**src/rtl/sys_cmd_ctrl_if.sv**
```systemverilog
// Bundle that connects sys_cmd_ctrl to the synced UART RX/TX paths, the RegFile and the ALU.
// master: the command controller, which drives RegFile/ALU requests, the TX byte and status.
// slave: the surroundings, which drive the RX byte, TX Busy, RegFile read data and the ALU result.
interface sys_cmd_ctrl_if #(
  parameter int ADDR_W    = 4,
  parameter int FUN_W     = 4,
  parameter int RES_BYTES = 2
);
  // UART side
  logic [7:0]             RX_P_DATA;
  logic                   RX_D_VLD;
  logic                   Busy;
  logic [7:0]             TX_P_DATA;
  logic                   TX_D_VLD;
  logic                   clk_div_en;
  // RegFile side
  logic [ADDR_W-1:0]      Address;
  logic                   WrEn;
  logic                   RdEn;
  logic [7:0]             WrData;
  logic [7:0]             RdData;
  logic                   RdData_Valid;
  // ALU side
  logic                   ALU_EN;
  logic [FUN_W-1:0]       ALU_FUN;
  logic                   CLK_EN;
  logic [8*RES_BYTES-1:0] ALU_OUT;
  logic                   OUT_Valid;
  // status
  logic                   rx_ovf;

  modport master (
    input  RX_P_DATA, RX_D_VLD, Busy, RdData, RdData_Valid, ALU_OUT, OUT_Valid,
    output TX_P_DATA, TX_D_VLD, clk_div_en, Address, WrEn, RdEn, WrData,
           ALU_EN, ALU_FUN, CLK_EN, rx_ovf
  );

  modport slave (
    output RX_P_DATA, RX_D_VLD, Busy, RdData, RdData_Valid, ALU_OUT, OUT_Valid,
    input  TX_P_DATA, TX_D_VLD, clk_div_en, Address, WrEn, RdEn, WrData,
           ALU_EN, ALU_FUN, CLK_EN, rx_ovf
  );
endinterface

```
**src/rtl/sys_cmd_ctrl.sv**
```systemverilog
// Command controller: decodes RX byte frames, runs them on RegFile/ALU, queues response bytes for UART TX.
// Latency: last byte of a read frame to TX_D_VLD is 3 cycles with the RegFile answering 1 cycle after RdEn.
// Backpressure: responses wait in a FIFO_DEPTH-byte FIFO drained under Busy; a full FIFO stalls the
// command FSM in PUSH, and RX bytes that arrive while it is not accepting bytes are dropped (rx_ovf).
// Ports: CLK, RST (async, active-high); bus = sys_cmd_ctrl_if.master carrying all UART/RegFile/ALU signals.
module sys_cmd_ctrl #(
  parameter int ADDR_W      = 4,
  parameter int FUN_W       = 4,
  parameter int RES_BYTES   = 2,
  parameter int FIFO_DEPTH  = 4,
  parameter int TIMEOUT_CYC = 1023
) (
  input  logic           CLK,
  input  logic           RST,
  sys_cmd_ctrl_if.master bus
);
  localparam int RES_W = 8 * RES_BYTES;
  localparam int PTR_W = $clog2(FIFO_DEPTH);
  localparam int CNT_W = PTR_W + 1;
  localparam int REM_W = $clog2(RES_BYTES + 1);
  localparam int TMO_W = (TIMEOUT_CYC > 0) ? $clog2(TIMEOUT_CYC + 1) : 1;

  typedef enum logic [3:0] {
    IDLE, GET_ADDR, GET_WDATA, WR, RD_REQ, RD_WAIT, GET_OPA, WR_OPA,
    GET_OPB, WR_OPB, GET_FUN, ALU_GO, ALU_WAIT, PUSH
  } cmd_state_e;

  typedef enum logic [1:0] {T_IDLE, T_SEND, T_WAIT_HI, T_WAIT_LO} tx_state_e;

  cmd_state_e        state_q, state_d;
  logic [ADDR_W-1:0] addr_q, addr_d;
  logic [7:0]        wdata_q, wdata_d;
  logic [FUN_W-1:0]  fun_q, fun_d;
  logic              is_wr_q, is_wr_d;
  logic [RES_W-1:0]  res_q, res_d;   // bytes still to enqueue, LSB first
  logic [REM_W-1:0]  rem_q, rem_d;
  logic [TMO_W-1:0]  tmo_q, tmo_d;
  logic              ovf_q, ovf_d;
  logic              div_en_q;

  tx_state_e         tx_q, tx_d;
  logic [5:0]        hi_cnt_q, hi_cnt_d;
  logic [7:0]        txd_q;

  logic [7:0]        mem_q [FIFO_DEPTH];
  logic [CNT_W-1:0]  wptr_q, rptr_q;
  logic [CNT_W-1:0]  used, free;
  logic              push, pop;
  logic [7:0]        head;

  logic              in_get, timeout, wr_en, rd_en, alu_en, clk_en;
  logic [ADDR_W-1:0] addr_out;

  assign used = wptr_q - rptr_q;
  // A pop in this cycle frees its slot for a push in the same cycle.
  assign free = CNT_W'(FIFO_DEPTH) - used + CNT_W'(pop);
  assign head = mem_q[rptr_q[PTR_W-1:0]];

  assign in_get = (state_q == GET_ADDR) || (state_q == GET_WDATA) || (state_q == GET_OPA) ||
                  (state_q == GET_OPB)  || (state_q == GET_FUN);
  assign timeout = in_get && !bus.RX_D_VLD && (TIMEOUT_CYC != 0) &&
                   (tmo_q == TMO_W'(TIMEOUT_CYC));

  always_comb begin
    state_d  = state_q;
    addr_d   = addr_q;
    wdata_d  = wdata_q;
    fun_d    = fun_q;
    is_wr_d  = is_wr_q;
    res_d    = res_q;
    rem_d    = rem_q;
    tmo_d    = '0;
    ovf_d    = ovf_q;
    push     = 1'b0;
    wr_en    = 1'b0;
    rd_en    = 1'b0;
    alu_en   = 1'b0;
    clk_en   = 1'b0;
    addr_out = addr_q;

    if (in_get && !bus.RX_D_VLD) tmo_d = tmo_q + TMO_W'(1);
    if (bus.RX_D_VLD && !in_get && state_q != IDLE) ovf_d = 1'b1;

    case (state_q)
      IDLE: if (bus.RX_D_VLD) begin
        case (bus.RX_P_DATA)
          8'hAA: begin is_wr_d = 1'b1; state_d = GET_ADDR; end
          8'hBB: begin is_wr_d = 1'b0; state_d = GET_ADDR; end
          8'hCC: state_d = GET_OPA;
          8'hDD: state_d = GET_FUN;
          default: begin
            res_d   = RES_W'(8'hEE);
            rem_d   = REM_W'(1);
            state_d = PUSH;
          end
        endcase
      end
      GET_ADDR: if (bus.RX_D_VLD) begin
        addr_d  = bus.RX_P_DATA[ADDR_W-1:0];
        state_d = is_wr_q ? GET_WDATA : RD_REQ;
      end
      GET_WDATA: if (bus.RX_D_VLD) begin
        wdata_d = bus.RX_P_DATA;
        state_d = WR;
      end
      WR: begin
        wr_en   = 1'b1;
        state_d = IDLE;
      end
      RD_REQ: begin
        rd_en   = 1'b1;
        state_d = RD_WAIT;
      end
      RD_WAIT: if (bus.RdData_Valid) begin
        res_d   = RES_W'(bus.RdData);
        rem_d   = REM_W'(1);
        state_d = PUSH;
      end
      GET_OPA: if (bus.RX_D_VLD) begin
        wdata_d = bus.RX_P_DATA;
        state_d = WR_OPA;
      end
      WR_OPA: begin
        wr_en    = 1'b1;
        addr_out = '0;
        state_d  = GET_OPB;
      end
      GET_OPB: if (bus.RX_D_VLD) begin
        wdata_d = bus.RX_P_DATA;
        state_d = WR_OPB;
      end
      WR_OPB: begin
        wr_en    = 1'b1;
        addr_out = ADDR_W'(1);
        state_d  = GET_FUN;
      end
      GET_FUN: if (bus.RX_D_VLD) begin
        fun_d   = bus.RX_P_DATA[FUN_W-1:0];
        state_d = ALU_GO;
      end
      ALU_GO: begin
        alu_en  = 1'b1;
        clk_en  = 1'b1;
        state_d = ALU_WAIT;
      end
      ALU_WAIT: begin
        clk_en = 1'b1;
        if (bus.OUT_Valid) begin
          res_d   = bus.ALU_OUT;
          rem_d   = REM_W'(RES_BYTES);
          state_d = PUSH;
        end
      end
      PUSH: begin
        // Once the whole response fits, free space never drops below what is left,
        // so the bytes go out on consecutive cycles.
        if (32'(free) >= 32'(rem_q)) begin
          push  = 1'b1;
          res_d = res_q >> 8;
          rem_d = rem_q - REM_W'(1);
          if (rem_q == REM_W'(1)) state_d = IDLE;
        end
      end
      default: state_d = IDLE;
    endcase

    if (timeout) begin
      res_d   = RES_W'(8'hEF);
      rem_d   = REM_W'(1);
      state_d = PUSH;
    end
  end

  always_comb begin
    tx_d     = tx_q;
    hi_cnt_d = '0;
    pop      = 1'b0;
    case (tx_q)
      T_IDLE: if (used != '0 && !bus.Busy) begin
        pop  = 1'b1;
        tx_d = T_SEND;
      end
      // One cycle for the UART to register the strobe before Busy is sampled.
      T_SEND: tx_d = T_WAIT_HI;
      T_WAIT_HI: begin
        if (bus.Busy)                tx_d = T_WAIT_LO;
        else if (hi_cnt_q == 6'd63)  tx_d = T_IDLE;
        else                         hi_cnt_d = hi_cnt_q + 6'd1;
      end
      T_WAIT_LO: if (!bus.Busy) tx_d = T_IDLE;
      default: tx_d = T_IDLE;
    endcase
  end

  always_ff @(posedge CLK or posedge RST) begin
    if (RST) begin
      state_q  <= IDLE;
      addr_q   <= '0;
      wdata_q  <= '0;
      fun_q    <= '0;
      is_wr_q  <= 1'b0;
      res_q    <= '0;
      rem_q    <= '0;
      tmo_q    <= '0;
      ovf_q    <= 1'b0;
      div_en_q <= 1'b0;
      tx_q     <= T_IDLE;
      hi_cnt_q <= '0;
      txd_q    <= '0;
      wptr_q   <= '0;
      rptr_q   <= '0;
    end else begin
      state_q  <= state_d;
      addr_q   <= addr_d;
      wdata_q  <= wdata_d;
      fun_q    <= fun_d;
      is_wr_q  <= is_wr_d;
      res_q    <= res_d;
      rem_q    <= rem_d;
      tmo_q    <= tmo_d;
      ovf_q    <= ovf_d;
      div_en_q <= 1'b1;
      tx_q     <= tx_d;
      hi_cnt_q <= hi_cnt_d;
      if (push) wptr_q <= wptr_q + CNT_W'(1);
      if (pop) begin
        rptr_q <= rptr_q + CNT_W'(1);
        txd_q  <= head;
      end
    end
  end

  always_ff @(posedge CLK) begin
    if (push) mem_q[wptr_q[PTR_W-1:0]] <= res_q[7:0];
  end

  assign bus.Address    = addr_out;
  assign bus.WrEn       = wr_en;
  assign bus.RdEn       = rd_en;
  assign bus.WrData     = wdata_q;
  assign bus.ALU_EN     = alu_en;
  assign bus.ALU_FUN    = fun_q;
  assign bus.CLK_EN     = clk_en;
  // The strobe is raised in the pop cycle itself; the byte is held afterwards.
  assign bus.TX_D_VLD   = pop;
  assign bus.TX_P_DATA  = pop ? head : txd_q;
  assign bus.clk_div_en = div_en_q;
  assign bus.rx_ovf     = ovf_q;
endmodule

```
**src/flat_wrapper.sv**
```systemverilog
// flat-port wrapper written by rule: the top's interface ports become plain ports
module sys_cmd_ctrl_flat 
#(
  parameter int ADDR_W      = 4,
  parameter int FUN_W       = 4,
  parameter int RES_BYTES   = 2,
  parameter int FIFO_DEPTH  = 4,
  parameter int TIMEOUT_CYC = 1023
)
  (CLK, RST, bus_RX_P_DATA, bus_RX_D_VLD, bus_Busy, bus_RdData, bus_RdData_Valid, bus_ALU_OUT, bus_OUT_Valid, bus_TX_P_DATA, bus_TX_D_VLD, bus_clk_div_en, bus_Address, bus_WrEn, bus_RdEn, bus_WrData, bus_ALU_EN, bus_ALU_FUN, bus_CLK_EN, bus_rx_ovf);
  sys_cmd_ctrl_if #(.ADDR_W(ADDR_W), .FUN_W(FUN_W), .RES_BYTES(RES_BYTES)) bus_i ();
  input  logic CLK;
  input  logic RST;
  input wire logic [$bits(bus_i.RX_P_DATA)-1:0] bus_RX_P_DATA;
  input wire logic [$bits(bus_i.RX_D_VLD)-1:0] bus_RX_D_VLD;
  input wire logic [$bits(bus_i.Busy)-1:0] bus_Busy;
  input wire logic [$bits(bus_i.RdData)-1:0] bus_RdData;
  input wire logic [$bits(bus_i.RdData_Valid)-1:0] bus_RdData_Valid;
  input wire logic [$bits(bus_i.ALU_OUT)-1:0] bus_ALU_OUT;
  input wire logic [$bits(bus_i.OUT_Valid)-1:0] bus_OUT_Valid;
  output wire logic [$bits(bus_i.TX_P_DATA)-1:0] bus_TX_P_DATA;
  output wire logic [$bits(bus_i.TX_D_VLD)-1:0] bus_TX_D_VLD;
  output wire logic [$bits(bus_i.clk_div_en)-1:0] bus_clk_div_en;
  output wire logic [$bits(bus_i.Address)-1:0] bus_Address;
  output wire logic [$bits(bus_i.WrEn)-1:0] bus_WrEn;
  output wire logic [$bits(bus_i.RdEn)-1:0] bus_RdEn;
  output wire logic [$bits(bus_i.WrData)-1:0] bus_WrData;
  output wire logic [$bits(bus_i.ALU_EN)-1:0] bus_ALU_EN;
  output wire logic [$bits(bus_i.ALU_FUN)-1:0] bus_ALU_FUN;
  output wire logic [$bits(bus_i.CLK_EN)-1:0] bus_CLK_EN;
  output wire logic [$bits(bus_i.rx_ovf)-1:0] bus_rx_ovf;
  assign bus_i.RX_P_DATA = bus_RX_P_DATA;
  assign bus_i.RX_D_VLD = bus_RX_D_VLD;
  assign bus_i.Busy = bus_Busy;
  assign bus_i.RdData = bus_RdData;
  assign bus_i.RdData_Valid = bus_RdData_Valid;
  assign bus_i.ALU_OUT = bus_ALU_OUT;
  assign bus_i.OUT_Valid = bus_OUT_Valid;
  assign bus_TX_P_DATA = bus_i.TX_P_DATA;
  assign bus_TX_D_VLD = bus_i.TX_D_VLD;
  assign bus_clk_div_en = bus_i.clk_div_en;
  assign bus_Address = bus_i.Address;
  assign bus_WrEn = bus_i.WrEn;
  assign bus_RdEn = bus_i.RdEn;
  assign bus_WrData = bus_i.WrData;
  assign bus_ALU_EN = bus_i.ALU_EN;
  assign bus_ALU_FUN = bus_i.ALU_FUN;
  assign bus_CLK_EN = bus_i.CLK_EN;
  assign bus_rx_ovf = bus_i.rx_ovf;
  sys_cmd_ctrl #(.ADDR_W(ADDR_W), .FUN_W(FUN_W), .RES_BYTES(RES_BYTES), .FIFO_DEPTH(FIFO_DEPTH), .TIMEOUT_CYC(TIMEOUT_CYC)) u_core (.CLK(CLK), .RST(RST), .bus(bus_i));
endmodule
```
**config.mk**
```make
export PLATFORM = sky130hd
export DESIGN_NAME = sys_cmd_ctrl_flat
export DESIGN_NICKNAME = d
export VERILOG_FILES = /design/src/rtl/sys_cmd_ctrl_if.sv /design/src/rtl/sys_cmd_ctrl.sv /design/src/flat_wrapper.sv
export SDC_FILE = /design/constraint.sdc
export NUM_CORES = 1
export LEC_CHECK = 0
export BUFFER_PORTS_ARGS = -buffer_cell sky130_fd_sc_hd__buf_2
export CAP_MARGIN = 10
export CORE_ASPECT_RATIO = 1.5
export CORE_MARGIN = 4
export CORE_UTILIZATION = 30
export CTS_CLUSTER_SIZE = 20
export DETAILED_ROUTE_END_ITERATION = 10
export PLACE_DENSITY = 0.55
export SETUP_SLACK_MARGIN = 0.5
export SYNTH_ARGS = -nofsm -noshare
export SYNTH_HDL_FRONTEND = slang
export SYNTH_SLANG_ARGS = --single-unit
export TNS_END_PERCENT = 20
```
**constraint.sdc**
```tcl
create_clock -name CLK -period 3.67 [get_ports CLK]
set_clock_uncertainty 0.15 [all_clocks]
set_input_delay 0.1835 -clock CLK [delete_from_list [all_inputs] [get_ports CLK]]
set_output_delay 0.1835 -clock CLK [all_outputs]
set_load 0.02 [all_outputs]
```
# == Yosys cells after proc, flatten, opt, wreduce, memory -nomap -nowiden ==
# Memory sizes are Yosys's and may differ from the RTL's.
# Index checks and enable logic that the tools add are counted.
# classes
add_sub_neg,8
n_mux,50
reduce_logical,30
eq_ne,37
n_lt_le_gt_ge,1
# op_table
cell,count
16-bit two-way mux,6
16-bit case mux with 4 select lines,1
4-bit case mux with 13 select lines,1
4-bit two-way mux,11
8-bit equality test (second input constant),4
3-bit by 2-bit != test with 1-bit output (second input constant),10
4-bit equality test (second input constant),6
2-bit two-way mux,10
6-bit two-way mux,3
4-bit by 3-bit equality test with 1-bit output (second input constant),4
2-bit case mux with 4 select lines,2
4-bit case mux with 3 select lines,1
10-bit by 1-bit adder with 10-bit output (second input constant),1
10-bit equality test (second input constant),1
1-bit two-way mux,10
10-bit two-way mux,1
10-bit AND reduction,1
4-bit by 2-bit equality test with 1-bit output (second input constant),2
8-bit two-way mux,1
4-bit case mux with 2 select lines,1
3-bit by 1-bit adder with 3-bit output (second input constant),2
6-bit by 1-bit adder with 6-bit output (second input constant),1
6-bit equality test (second input constant),1
3-bit by 1-bit != test with 1-bit output (second input constant),2
27 further kinds,43
# totals
regBits,73
n_memories,1
ramBits,32
inputBits,38
output_inout_bits,31
wordCells,142
# memory_table
name,depth,word_bits,read_ports,rd_ports_with_merged_regs,wr,line_no,rtl
u_core.mem_q,4,8,1,0,1,sys_cmd_ctrl.sv:45,logic [7:0] mem_q [FIFO_DEPTH];

# == Longest topological paths before layout ==
# Gate-level depths: netlist of run 1.
# depth
depth_word,11
depth_mapped,17
ltp_nobuf,13

# == Worst setup path after synthesis of run 1 ==
# Ideal clock, no wire load.
# synth_path
path_type,register -> register
start,reg u_core.wptr_q[0]
end,reg u_core.rem_q[1]
synth_period_minus_slack_ns,3.994
arrival_time_ns,3.720
slack_ns,-0.324
path_stages_with_launch,18
t_required_ns,3.396
setup_ns,0.124
path_cell_list,dfrtp_1 -> inv_1 -> ha_1 -> fa_1 -> xnor3_1 -> a31o_2 -> clkbuf_1 -> ha_1 -> inv_1 -> ha_1 -> ha_1 -> a21oi_1 -> and3_4 -> buf_6 -> or3_1 -> buf_2 -> buf_6 -> mux2i_1
# synth_via
elab_chain_cells,9
# synth_lines
item,line_no,rtl
from (decl),sys_cmd_ctrl.sv:46,"logic [CNT_W-1:0] wptr_q, rptr_q;"
from (signal assigned),sys_cmd_ctrl.sv:225,if (push) wptr_q <= wptr_q + CNT_W'(1);
3-bit subtractor (*),sys_cmd_ctrl.sv:54,assign used = wptr_q - rptr_q;
3-bit nonzero test,sys_cmd_ctrl.sv:179,T_IDLE: if (used != '0 && !bus.Busy) begin
1-bit logical AND,sys_cmd_ctrl.sv:179,
1-bit two-way mux,sys_cmd_ctrl.sv:179,
1-bit two-way mux,sys_cmd_ctrl.sv:178,case (tx_q)
3-bit by 1-bit adder with 3-bit output (*),sys_cmd_ctrl.sv:56,assign free = CNT_W'(FIFO_DEPTH) - used + CNT_W'(pop);
3-bit by 2-bit >= comparator with 1-bit output (*),sys_cmd_ctrl.sv:157,if (32'(free) >= 32'(rem_q)) begin
3-bit by 1-bit != test with 1-bit output (no line) (*),--,
6-bit AND reduction (no line) (*),--,
to (signal assigned),sys_cmd_ctrl.sv:219,rem_q <= rem_d;
to (decl),sys_cmd_ctrl.sv:36,"logic [REM_W-1:0] rem_q, rem_d;"
# Every way passes the cells marked *; elsewhere a longest branch is shown, timed or not.
# A chain may end at the register's enable or synchronous reset.

# == Worst setup path in the final report of run 1 ==
# layout_path
start,reg u_core.wptr_q[0]
end,reg u_core.state_q[3]
# layout_via
elab_chain_cells,9
# layout_lines
item,line_no,rtl
3-bit subtractor (*),sys_cmd_ctrl.sv:54,
3-bit nonzero test,sys_cmd_ctrl.sv:179,
1-bit logical AND,sys_cmd_ctrl.sv:179,
1-bit two-way mux,sys_cmd_ctrl.sv:179,
1-bit two-way mux,sys_cmd_ctrl.sv:178,
3-bit by 1-bit adder with 3-bit output (*),sys_cmd_ctrl.sv:56,
3-bit by 2-bit >= comparator with 1-bit output (*),sys_cmd_ctrl.sv:157,
3-bit by 1-bit != test with 1-bit output (no line) (*),--,
10-bit AND reduction (no line) (*),--,
to (signal assigned),sys_cmd_ctrl.sv:213,state_q <= state_d;
to (decl),sys_cmd_ctrl.sv:30,"cmd_state_e state_q, state_d;"
# Marked as above.

==> results.json, run 1 <==
{
  "vdd_ir_drop_max_mv": 0.457,
  "setup_tns_ps": 0,
  "max_stage_delay_ps": 540,
  "grt_max_degree": 74,
  "vias_per_cell": 4.79,
  "numCtsBuffers": 9,
  "start_util_pct": 30.5,
  "end_kind": "flip-flop",
  "cpMostUsedCell": "ha_4",
  "slew_headroom_pct": 35.8,
  "p_sw_mw": 1.96,
  "n_fill_cell": 1590,
  "drtPass1Iterations": 4,
  "avgSynthCellArea_sq_um": 12.4,
  "cts.clk_slew.worst_paths_ps": 80,
  "min_period_ps": 3300,
  "htree_levels": 3,
  "gp_congestion": 0.727,
  "final_antenna_net_count": 0,
  "worstPathRequired_ps": 3730,
  "areaGrowthSynthToFinish_pct": 26.0,
  "cp_cell_sequence": "inv_2 -> ha_4 -> fa_2 -> xnor3_1 -> a31o_4 -> ha_4 -> inv_2 -> ha_4 -> ha_4 -> a21oi_2 -> and3_4 -> or3b_2 -> mux2i_1",
  "drtIter0Drc": 147,
  "vias": 3424,
  "fp.dieH_um": 166,
  "async_reset_ff_share_pct": 69.5,
  "ys_top_cells_by_count": "dfrtp_1, nand2_1, edfxtp_1, mux2_2, nor2_1",
  "register_area_sq_um": 2790,
  "worstSetupPathType": "reg2reg",
  "tightest_slew_ps": 963,
  "utilization_pct": 38.5,
  "ys_seq_area_share_pct": 56.1,
  "drcViolationCount": 0,
  "critical_path.top_delay_family": "adder cells",
  "status": "finished clean",
  "dp_hpwl_um": 8080,
  "yosys.area.top_type": "dfrtp_1",
  "syn_inst": 401,
  "grt_use_total_pct": 12.6,
  "drt-total-wl_um": 11300,
  "clk_latency_ps": 350,
  "n_antenna_cell": 0,
  "setup_viol": 0,
  "critPathLaunchType": "flip-flop",
  "rsz0062_at_grt": "true",
  "p_seq_share_pct": 36.2,
  "worstPathArrival_ps": 3360,
  "synthTopCellsByArea": "dfrtp_1, edfxtp_1, mux2_2",
  "die_x_um": 113,
  "synthFlopType": "dfrtp_1",
  "pin_count": 69,
  "clockBufferDepth": 2,
  "ys_ff_latch": 105,
  "synth_most_common_cell": "dfrtp_1",
  "multi_input_area_sq_um": 2120,
  "finalMaxSlewViolations": 0,
  "placementRows": 57,
  "worstPathMaxFanout": 6,
  "internal_power_mw": 3.19,
  "ys_types": 58,
  "fin_nets": 556,
  "core_sq_um": 16300,
  "crit_buf_inv": 2,
  "yosys_warnings": 0,
  "avgRoutedWirePerCell_um": 15.8,
  "cts_sinks": 105,
  "syn_nets": 453,
  "die-area_sq_um": 18700,
  "grt_pass1_vias": 3658,
  "pwr-share-clk_pct": 18.5,
  "syn_area_sq_um": 4960,
  "antenna_found_initial": 0,
  "power_leakage_nw": 2.67,
  "reg2reg_slack_ps": 370,
  "root_buffer": "clkbuf_16",
  "synth_top_area_share_pct": 36.8,
  "grt-ovfl-total": 0,
  "fmaxAchievable_mhz": 303,
  "period_share_pct": 90.0,
  "place.port_buffers": 68,
  "cap_viol_max_count": 0,
  "synth_edf_count": 32,
  "tritoncts": "done",
  "comb_power_share_pct": 45.3,
  "cp_slowest_cell": "or3b_2",
  "switching_share_pct": 38.1,
  "powerDensity_nw_per_um2": 823,
  "drive_gt1_share_pct": 31.2,
  "finalHoldViolCount": 0,
  "grt_pass1_wl_um": 18500,
  "hold_path_class": "in2reg"
}
cell families after synthesis:
logic type / share of synthesized area, %
simple gates: 12.7
flops: 56.1
compound gates: 9.35
mux: 11.7
xor+xnor: 3.63
buf+inv: 2.77
fa+ha+maj: 3.68
other cells: 0.0755
routing by layer:
metal | global-route usage (%) | vias to the layer above | routed length [um]
met2 | 22.7 | 71 | 6090
li1 | - | 1657 | -
met5 | 0 | - | 0
met4 | 3.61 | 0 | 141
met3 | 3.79 | 9 | 568
met1 | 14.3 | 1687 | 4510
state kept, by name, summed over array words and instances (netlist names):
register,flops
u_core.bus.ALU_FUN,4
u_core.addr_q,4
u_core.rem_q,2
u_core.state_q,4
u_core.rptr_q,3
u_core.bus.rx_ovf,1
u_core.tx_q,2
u_core.wptr_q,3
u_core.bus.WrData,8
u_core.mem_q,32
u_core.res_q,16
u_core.hi_cnt_q,6
u_core.bus.clk_div_en,1
u_core.txd_q,8
u_core.is_wr_q,1
u_core.tmo_q,10
area by class of cell:
type / count / share of cell area, %
flip-flops and latches: 105 / 44.6
multi-input cells: 264 / 34.0
repair buffers: 111 / 11.8
well taps: 206 / 4.12
clock buffers: 9 / 3.60
clock inverters: 7 / 1.12
inverters: 13 / 0.780
tightest hold or removal path: stages:
cell and delay [ps]:
buf_2 80, a222oi_1 70, a2bb2oi_1 120
power by group through the flow:
stage | Combinational, mW | Sequential [mW] | Clock (mW)
floorplan | 1.69 | 1.85 | 0
global placement | 2.17 | 1.88 | 0
detailed placement | 2.24 | 1.89 | 0
CTS | 2.37 | 1.87 | 0.987
global route | 2.57 | 1.91 | 1.04
finish | 2.33 | 1.87 | 0.952
worst paths after layout:
kind	startpoint	to	cells past startpoint
min	bus_RdData[3]	u_core.res_q[3]	3
min reg2reg	u_core.tmo_q[0]	u_core.tmo_q[0]	1
max in group asynchronous	RST	u_core.hi_cnt_q[0]	4
max reg2reg	u_core.wptr_q[0]	u_core.state_q[3]	13
max	u_core.wptr_q[0]	u_core.state_q[3]	13
min in group asynchronous	RST	u_core.bus.clk_div_en	4
layout by cell type (no fill, tap or decap), drive strengths merged, types with 7 or more instances in the layout:
master,instances
mux4,8
nor2,24
xnor2,10
and2,12
inv,17
a21oi,12
xor2,8
dlygate4sd3,26
and3,11
nor2b,9
nand2b,7
buf,85
o21ai,14
nand3,7
edfxtp,32
mux2i,13
nand2,35
mux2,24
ha,13
clkbuf,9
dfrtp,73
metrics by stage:
| step | setup slack [ps] | total power [mW] | std cells | instance area (sq um) | hold slack, ps |
|---|---|---|---|---|---|
| 3_3_place_gp | 314 | 4.05 | 669 | 5640 | 284 |
| 3_5_place_dp | 204 | 4.13 | 669 | 5640 | 293 |
| 5_1_grt | 282 | 5.52 | 715 | 6250 | 7.15 |
| 6_report | 367 | 5.15 | 715 | 6250 | 1.06 |
| 2_1_floorplan | 161 | 3.53 | 401 | 5050 | 141 |
| 4_1_cts | 338 | 5.22 | 715 | 6250 | 0.849 |
timing repair:
item                       CTS  global route
hold buffers                26             0
hold endpoints to repair    29             0
gates resized for setup      6             3
buffers inserted             4             0
setup endpoints to repair   55            55
(Power assumes the default switching activity.)
==> inputs of run 2 (changes only) <==
--- a/config.mk
+++ b/config.mk
@@ -13,7 +13,9 @@
 export CTS_CLUSTER_SIZE = 20
 export DETAILED_ROUTE_END_ITERATION = 10
 export PLACE_DENSITY = 0.55
+export REMOVE_ABC_BUFFERS = 1
 export SETUP_SLACK_MARGIN = 0.5
+export SLEW_MARGIN = 20
 export SYNTH_ARGS = -nofsm -noshare
 export SYNTH_HDL_FRONTEND = slang
 export SYNTH_SLANG_ARGS = --single-unit
==> results.json, run 2 (synthesis gave the netlist of run 1 again) <==
{
  "cts.clk_slew.worst_paths_ps": 70,
  "rsz0062_at_grt": "true",
  "worstPathRequired_ps": 3750,
  "powerDensity_nw_per_um2": 832,
  "pin_count": 69,
  "final_antenna_net_count": 0,
  "hold_path_class": "in2reg",
  "vias_per_cell": 4.82,
  "htree_levels": 3,
  "met3RoutedLength_um": 421,
  "max_stage_delay_ps": 390,
  "placementRows": 57,
  "avgRoutedWirePerCell_um": 15.2,
  "place.port_buffers": 68,
  "min_period_ps": 3230,
  "die-area_sq_um": 18700,
  "slew_headroom_pct": 53.5,
  "worstSetupPathType": "reg2reg",
  "drcViolationCount": 0,
  "grt-ovfl-total": 0,
  "instances_no_fill": 717,
  "drtPass1Iterations": 6,
  "grt_use_total_pct": 12.1,
  "place_inst": 674,
  "wl_met2_um": 5760,
  "drive_gt1_share_pct": 32.3,
  "fp.dieH_um": 166,
  "core_sq_um": 16300,
  "largest_register_ffs": 32,
  "clockBufferDepth": 2,
  "fin_nets": 558,
  "start_util_pct": 30.5,
  "tritoncts": "done",
  "final_common_cell": "dfrtp_1",
  "grt_max_degree": 51,
  "clk_latency_ps": 350,
  "period_share_pct": 88.1,
  "grt_pass1_wl_um": 17900,
  "drt-total-wl_um": 10900,
  "worstPathArrival_ps": 3310,
  "finalHoldViolCount": 0,
  "numCtsBuffers": 9,
  "cp_slowest_cell": "or3_4",
  "areaGrowthSynthToFinish_pct": 27.1,
  "vdd_ir_drop_max_mv": 0.431,
  "finalHoldWorstSlack_ps": 22.7,
  "setup_viol": 0,
  "root_buffer": "clkbuf_16",
  "cts_sinks": 105,
  "die_x_um": 113,
  "critPathLaunchType": "flip-flop",
  "routed.top_layer": "met4",
  "tightest_slew_ps": 691,
  "status": "finished clean",
  "dp_hpwl_um": 7890,
  "drtIter0Drc": 142,
  "antenna_found_initial": 0,
  "worstPathMaxFanout": 6,
  "vias": 3454,
  "power_leakage_nw": 2.71,
  "fmaxAchievable_mhz": 309,
  "cap_viol_max_count": 0,
  "grt_pass1_vias": 3551,
  "end_kind": "flip-flop",
  "drt-met1-wl_um": 4610,
  "n_antenna_cell": 0,
  "finalMaxSlewViolations": 0,
  "final_cell_mix": "dfrtp_1, buf_2, nand2_1",
  "gp_congestion": 0.743,
  "cp_cell_sequence": "inv_1 -> ha_2 -> fa_2 -> xnor3_1 -> a31o_2 -> ha_2 -> inv_2 -> ha_4 -> ha_4 -> a21oi_4 -> and3_4 -> or3_4 -> buf_6 -> mux2i_1"
}
==> run 2: cell count changes in the layout (fill, tap and decap cells not counted), sizes merged <==
cell	before	now
clkbuf	9	11
inv	17	16
dlygate4sd3	26	20
buf	85	92
==> run 2: per-layer routing <==
layer	track usage, %	vias to the layer above
met4	4.76	0
li1	-	1665
met5	0	-
met2	21.5	73
met1	14.4	1708
met3	2.37	8
==> run 2: area by class of cell <==
| cell class | instances | area [sq um] |
|---|---|---|
| clock inverter | 6 | 60.1 |
| tap | 206 | 258 |
| clock buffer | 10 | 229 |
| fill | 1592 | 9950 |
| timing repair buffer | 113 | 798 |
| inverter | 13 | 48.8 |
| multi-input combinational | 264 | 2130 |
| sequential | 105 | 2790 |
==> run 2: path summary, 6_finish.rpt <==
kind                       slack [ps]          startpoint  depth (start not counted)                  to
hold reg to reg                   320  u_core.hi_cnt_q[0]                          1  u_core.hi_cnt_q[0]
min in group asynchronous         280                 RST                          3  u_core.hi_cnt_q[0]
max in group asynchronous        2030                 RST                          4     u_core.tmo_q[7]
hold / removal                     20      bus_ALU_OUT[2]                          3     u_core.res_q[2]
setup reg to reg                  440    u_core.wptr_q[0]                         14     u_core.rem_q[1]
setup / recovery                  440    u_core.wptr_q[0]                         14     u_core.rem_q[1]
==> run 2: repair_timing <==
item / in CTS / in global routing
hold endpoints to repair: 47 / 0
hold buffers: 20 / 0
pin swaps: 4 / 4
endpoints found under the setup margin: 57 / 55
resized for setup: 12 / 8
buffers inserted: 4 / 2
cloned: 0 / 1
==> run 2: critical path, delay by kind of cell (launching register included) <==
kind / cells / cell delay [ps]
adders and majority gates: 5 / 1140
AOI/OAI and AO/OA: 2 / 280
xor gates and xnor gates: 1 / 210
muxes: 1 / 120
and+or+nand+nor: 2 / 580
DFF: 1 / 350
buffers and inverters: 3 / 280
==> run 2: stage by stage <==
stage | power [mW] | setup WS, ps | setup TNS (ps) | cell area, sq um | utilization (%)
2_1_floorplan | 3.28 | -366 | -9210 | 4880 | -
3_3_place_gp | 3.90 | 88.2 | 0 | 5650 | 34.8
3_5_place_dp | 3.96 | 25.4 | 0 | 5650 | 34.8
4_1_cts | 5.12 | 457 | 0 | 6230 | 38.3
5_1_grt | 5.67 | 306 | 0 | 6310 | 38.8
6_report | 5.25 | 436 | 0 | 6310 | 38.8
==> run 2: where the power goes <==
part,internal (mW),leakage (nW),switching [mW]
sequential,1.59,1.20,0.272
combinational,1.21,1.37,1.26
clock,0.476,0.141,0.446
total,3.27,2.71,1.98
